$ cat config.mk
export PLATFORM = sky130hd
export DESIGN_NAME = bcd_counter_n
export DESIGN_NICKNAME = d
export VERILOG_FILES = /design/src/rtl/bcd_counter_n.sv
export SDC_FILE = /design/constraint.sdc
export NUM_CORES = 1
export LEC_CHECK = 0
export CORE_ASPECT_RATIO = 0.9
export CORE_MARGIN = 8
export CORE_UTILIZATION = 35
export DETAILED_ROUTE_END_ITERATION = 12
export HOLD_SLACK_MARGIN = 0.06
export PLACE_DENSITY_LB_ADDON = 0.12
export SYNTH_ARGS = -nofsm -noshare
export SYNTH_HDL_FRONTEND = slang
export SYNTH_SLANG_ARGS = --single-unit
$ cat constraint.sdc
create_clock -name clk -period 3.2 [get_ports clk]
set_input_delay 0.48 -clock clk [delete_from_list [all_inputs] [get_ports clk]]
set_output_delay 0.48 -clock clk [all_outputs]
set_load 0.02 [all_outputs]
$ cat src/rtl/bcd_counter_n.sv
// Multi-digit cascaded BCD up/down counter with clear, checked parallel load,
// wrap/saturate at terminal count and a combinational ripple enable for chaining.
module bcd_counter_n #(
    parameter int unsigned DIGITS   = 4,
    parameter bit          SATURATE = 1'b0
) (
    input  logic                  clk,
    input  logic                  rst,
    input  logic                  en_in,
    input  logic                  upd,
    input  logic                  clr,
    input  logic                  ld,
    input  logic [4*DIGITS-1:0]   ld_val,
    output logic [4*DIGITS-1:0]   op,
    output logic                  en_out,
    output logic                  wrap,
    output logic                  ld_err
);

    logic [4*DIGITS-1:0] op_q, op_d, cnt_next;
    logic                wrap_q, wrap_d;
    logic                ld_err_q, ld_err_d;
    logic                all_nine, all_zero, ld_ok, at_term;

    // Per-digit step with a ripple carry/borrow; a digit moves only while every
    // lower digit sits at its roll-over value for the current direction.
    always_comb begin : digit_chain
        logic       chain;
        logic [3:0] dig;
        all_nine = 1'b1;
        all_zero = 1'b1;
        ld_ok    = 1'b1;
        chain    = 1'b1;
        dig      = '0;
        cnt_next = '0;
        for (int unsigned k = 0; k < DIGITS; k++) begin
            dig = op_q[4*k +: 4];
            if (dig != 4'd9) all_nine = 1'b0;
            if (dig != 4'd0) all_zero = 1'b0;
            if (ld_val[4*k +: 4] > 4'd9) ld_ok = 1'b0;
            if (!chain)
                cnt_next[4*k +: 4] = dig;
            else if (upd)
                cnt_next[4*k +: 4] = (dig == 4'd9) ? 4'd0 : dig + 4'd1;
            else
                cnt_next[4*k +: 4] = (dig == 4'd0) ? 4'd9 : dig - 4'd1;
            chain = chain & (upd ? (dig == 4'd9) : (dig == 4'd0));
        end
    end

    assign at_term = upd ? all_nine : all_zero;

    always_comb begin : next_state
        op_d     = op_q;
        wrap_d   = 1'b0;
        ld_err_d = 1'b0;
        if (clr) begin
            op_d = '0;
        end else if (ld) begin
            if (ld_ok) op_d     = ld_val;
            else       ld_err_d = 1'b1;
        end else if (en_in) begin
            if (!at_term) begin
                op_d = cnt_next;
            end else if (!SATURATE) begin
                op_d   = cnt_next;
                wrap_d = 1'b1;
            end
        end
    end

    always_ff @(posedge clk or negedge rst) begin
        if (!rst) begin
            op_q     <= '0;
            wrap_q   <= 1'b0;
            ld_err_q <= 1'b0;
        end else begin
            op_q     <= op_d;
            wrap_q   <= wrap_d;
            ld_err_q <= ld_err_d;
        end
    end

    assign op     = op_q;
    assign wrap   = wrap_q;
    assign ld_err = ld_err_q;
    assign en_out = en_in & at_term;

endmodule

Word level (Yosys, flattened, before mapping)
Cells that the tools add are included.
W data, S select, Z words.
{ "totals": {"register_bits": 18, "latch_bits": 0, "ram_bits": 0, "mem_bits_ro": 0, "in_bits": 22, "elab_cells": 88, "n_memories": 0} }
{ "op_classes": {"n_addsub": 8, "n_mul": 0, "div_mod_pow": 0, "magnitude_cmp": 4, "n_eq_ne": 9, "shifts": 0, "n_mux": 42, "n_bitwise": 3, "n_reduce_logical": 16} }
{ "op_table": {"columns": ["op", "count"], "rows": [
  ["$mux W16", 4],
  ["$mux W4", 15],
  ["$mux W1", 23],
  ["$add A4 B1 Y4 const B", 4],
  ["$eq A4 B4 Y1 const B", 4],
  ["$gt A4 B4 Y1 const B", 4],
  ["$logic_not A4 Y1", 4],
  ["$ne A4 B4 Y1 const B", 4],
  ["$reduce_bool A4 Y1", 4],
  ["$sub A4 B1 Y4 const B", 4],
  ["$reduce_bool A3 Y1", 4],
  ["$reduce_and A3 Y1", 3],
  ["$and A1 B1 Y1", 3],
  ["$ne A3 B2 Y1 const B", 1],
  ["$reduce_and A2 Y1", 1]
]} }

Logic depth before layout (Yosys ltp)
{ "logic_depth": {"depth_word": 10, "mapped_depth": 8, "depth_no_buf": 7} }

Worst setup path after synthesis
No wires, ideal clock.
{ "synth_timing": {"path_kind": "register -> output", "startpoint": "reg op_q[8] (netlist: op[8])", "endpoint": "out en_out", "t_arrival_ps": 2104, "required_ps": 2720, "path_slack_ps": 616, "stages_incl_launch_ff": 7, "n_path_buf": 0, "cell_sequence": "dfrtp_1 -> inv_1 -> ha_1 -> or3b_2 -> or3_1 -> nor3_1 -> o21a_1"} }
{ "synth_via": {"elab_chain_len": 5, "word_cells_on_any_way": 8, "classes_between": "eq/ne (1); mux (5); bitwise (1); reduce/logical (1)"} }
{ "synth_lines": {"columns": ["element", "line", "rtl"], "rows": [
  ["from (decl)", "20", "logic [4*DIGITS-1:0] op_q, op_d, cnt_next;"],
  ["from (signal assigned)", "78", "op_q <= op_d;"],
  ["$ne A4 B4 Y1 or $reduce_bool A4 Y1 (tied branches)", "38, 39", null],
  ["$mux W1 (on tied branches) (2 in series)", "38, 39", null],
  ["$mux W1 (*)", "51", "assign at_term = upd ? all_nine : all_zero;"],
  ["$and A1 B1 Y1 (*)", "87", "assign en_out = en_in & at_term;"],
  ["to (decl)", "15", "output logic en_out,"]
]} }
Every way passes the cells marked *; elsewhere a longest branch is shown, timed or not.

Worst setup path in the final report
Same ends and word-level chain as after synthesis.

==> flow_summary.rst <==
.. list-table::
   :header-rows: 1

   * - Metric
     - Value
   * - Hold Crit Start
     - op[9]
   * - Cell area after synthesis
     - 1810 um2
   * - DRT iter0 DRCs
     - 69
   * - Cell area reported after detailed placement
     - 2340 um2
   * - Hold EP
     - op[9]
   * - Area growth from synthesis to layout
     - 32.2%
   * - Number of hold-repair buffers added at the cts stage
     - 0
   * - Die Wd
     - 91.8 um
   * - Area of the placeable core
     - 5130 um2
   * - Yosys reg bits
     - 18
   * - Launch point of the worst reg-to-reg path
     - op[1]
   * - Total gr overflow
     - 0
   * - Pre-CTS setup slack
     - 0.101 ns
   * - Total of cells resized after clock tree synthesis
     - 1
   * - Worst Setup End Kind
     - primary output
   * - Category of the most critical setup path
     - register to primary output
   * - Slowest library cell on the worst path
     - or3b_2
   * - Post-synth EDFFs
     - 0
   * - TritonCTS clock tree
     - yes
   * - Number of standard-cell rows in the floorplan
     - 25
   * - Pre-Repair DR Iteration Count
     - 4
   * - Insertion delay of the later-clocked pin in the worst-skew pair
     - 0.26 ns
   * - Critical path startpoint category
     - register
   * - Number of clock sinks
     - 18
   * - Post-detail-place hpwl
     - 4040 um
   * - H-Tree Level Count
     - 1
   * - Unrepaired setup endpoints after global routing
     - no
   * - Crit path DAT
     - 2.59 ns
   * - Final worst path period need
     - 3.07 ns
   * - Transition time of the tightest slew-check pin
     - 0.914 ns
   * - Family with the most delay on the worst path
     - simple AND/OR/NAND/NOR gates
   * - Critical Path Max Stage Delay
     - 0.54 ns
   * - Final critical-path share of the clock period
     - 96.0%
   * - Final layout net count
     - 301
   * - Per-instance average area after synthesis
     - 8.26 um2
   * - Final design area excluding fillers
     - 2390 um2
   * - Antenna violation net count after detailed routing
     - 0
   * - Buffer levels on the longest clock path
     - 2
   * - Yosys warnings
     - 0
   * - Post-CTS Repair Setup Buffers
     - 0
   * - # setup viols final
     - 0
   * - Most frequent standard cell in the layout excluding fill and tap cells
     - clkdlybuf4s50_1
   * - Run status
     - complete, no violations
   * - Hold/Removal Path Class
     - register to register
   * - Clock tree skew after final layout
     - 0.00463 ns
   * - Post-route DRC violation count
     - 0
   * - Peak ir drop on the vdd network
     - 0.000308 V
   * - Via count
     - 1,750
   * - Clock tree root buffer cell
     - clkbuf_8
   * - Ratio of cells with drive above 1 in the final layout
     - 12.5%
   * - Inserted Clock Buffers
     - 3
   * - Leakage power
     - 1.00 nW
   * - Final weighted congestion of routability-driven global placement
     - 0.807
   * - R2R depth
     - 8
   * - Pins over their slew limit
     - 0
   * - Post-synth cell types
     - 58
   * - Hold Crit Depth
     - 2
   * - Detailed-route wire length per cell
     - 16.3 um
   * - Post-Syn Instances
     - 219
   * - Worst reg2reg endpoint
     - op[11]
   * - Starting utilization of the core area
     - 35.2%
   * - Top Ports
     - 41
   * - Number of antenna violations at the first check in global routing
     - 0
   * - Remaining max-slew budget at the tightest pin
     - 38.9%
   * - Clock transition at the registers of the reported paths
     - 0.08 ns
   * - First-pass GRT wire length
     - 8910 um
   * - Syn nets
     - 255
   * - Count of inserted antenna diode cells
     - 0
   * - Number of hold-slack violations in the final timing report
     - 0
   * - Reg2reg setup slack
     - 0.67 ns
   * - Via count of the first global-routing pass
     - 1,752
   * - Wire length reported by the detailed router
     - 5390 um
   * - Critical path buffer and inverter count
     - 2
   * - Final worst-path setup slack
     - 0.128 ns
   * - Maximum number of pins on one net before global-route repair
     - 36
   * - Data required time of the worst path
     - 2.72 ns
   * - Cell-by-cell trace of the critical path
     - inv_1, ha_1, or3b_2, or3_1, nor3_1, o21a_1, dlygate4sd2_1
   * - Fmax
     - 326 MHz
   * - Post-synth top flop
     - dfrtp_1
   * - Most frequent cells in the layout
     - clkdlybuf4s50_1 (39), nand2_1 (23), nor2_1 (18), dfrtp_1 (18), buf_4 (16)
   * - Sequential area share after synthesis
     - 24.9%
   * - Number of I/O port buffers
     - 40
   * - Final TNS setup
     - 0 ns
   * - Power per Cell Area
     - 544 nW/um2
   * - Max capacitance violation total
     - 0
   * - Fraction of registers with async set/reset
     - 100%
   * - Vertical die dimension
     - 84.2 um
   * - Worst Path Max Fanout
     - 4
   * - Combined global-route utilization of all metal layers
     - 14.0%
   * - DIE AREA
     - 7720 um2
   * - Via density
     - 5.29
[tightest hold or removal path: stages, from the launching register on]
cell	delay, ns
dfrtp_1	0.38
inv_1	0.09
mux2i_1	0.08
[stage by stage]
stage | utilization, % | std cells | hold WS [ns] | power, mW
4_1_cts | 46.6 | 331 | 0.596 | 1.32
3_5_place_dp | 45.6 | 327 | 0.584 | 1.11
6_report | 46.6 | 331 | 0.589 | 1.30
2_1_floorplan | - | 219 | 0.184 | 0.825
3_3_place_gp | 45.6 | 327 | 0.574 | 1.11
5_1_grt | 46.6 | 331 | 0.616 | 1.41
[registers in the layout (all words and copies together), names as in the netlist]
signal,cells
wrap,1
ld_err,1
op,16
[layer usage]
metal | vias to the layer above | track usage (%) | wire [um]
li1 | 892 | - | -
met1 | 808 | 19.3 | 2600
met2 | 48 | 22.3 | 2480
met3 | 2 | 3.12 | 284
met4 | 0 | 1.75 | 24
met5 | - | 0 | 0
[worst max-delay path by stage]
stage	startpoint	endpoint	cells past startpoint	slack, ns
after CTS	op[8]	en_out	7	0.11
final	op[8]	en_out	7	0.13
after global routing	op[8]	en_out	7	0.01
after global placement	upd	en_out	5	0.14
after floorplan	op[8]	en_out	6	0.62
after detailed placement	upd	en_out	5	0.10
[area by class of cell]
class                           instances  area [um2]
Clock buffer                            4        55.1
Fill cell                             530        2740
Inverter                               12        45.0
Multi-Input combinational cell        174        1240
Sequential cell                        18         450
Tap cell                               67        83.8
Timing Repair Buffer                   56         519
[logic make-up after synthesis]
family / Yosys count / share of synthesized area (%)
buf+inv: 27 / 6.64
compound gates: 63 / 25.1
fa+ha+maj: 14 / 9.69
flops: 18 / 24.9
simple gates: 83 / 24.2
xor+xnor: 3 / 1.45
mux: 11 / 8.03
[where the power goes]
part	internal, mW	leakage (nW)	switching [mW]
Clock	0.110	0.0288	0.0870
Sequential	0.277	0.233	0.0624
Combinational	0.377	0.738	0.387
[cells in the mapped netlist, types with 3 or more instances]
| cell | instances | area (um2) |
|---|---|---|
| mux2_4 | 4 | 60.1 |
| nor3b_1 | 4 | 30.0 |
| mux2i_1 | 4 | 40.0 |
| ha_1 | 14 | 175 |
| inv_1 | 12 | 45.0 |
| clkbuf_1 | 11 | 41.3 |
| a21oi_1 | 12 | 60.1 |
| a31oi_1 | 4 | 25.0 |
| nand2b_1 | 6 | 37.5 |
| a211oi_1 | 3 | 22.5 |
| dfrtp_1 | 18 | 450 |
| nor2b_1 | 6 | 37.5 |
| a32oi_1 | 3 | 26.3 |
| nor3_1 | 6 | 30.0 |
| and2_1 | 3 | 18.8 |
| nor2_1 | 18 | 67.6 |
| o21ai_0 | 13 | 65.1 |
| nand2_1 | 23 | 86.3 |
Power figures use the tool's default switching activity.
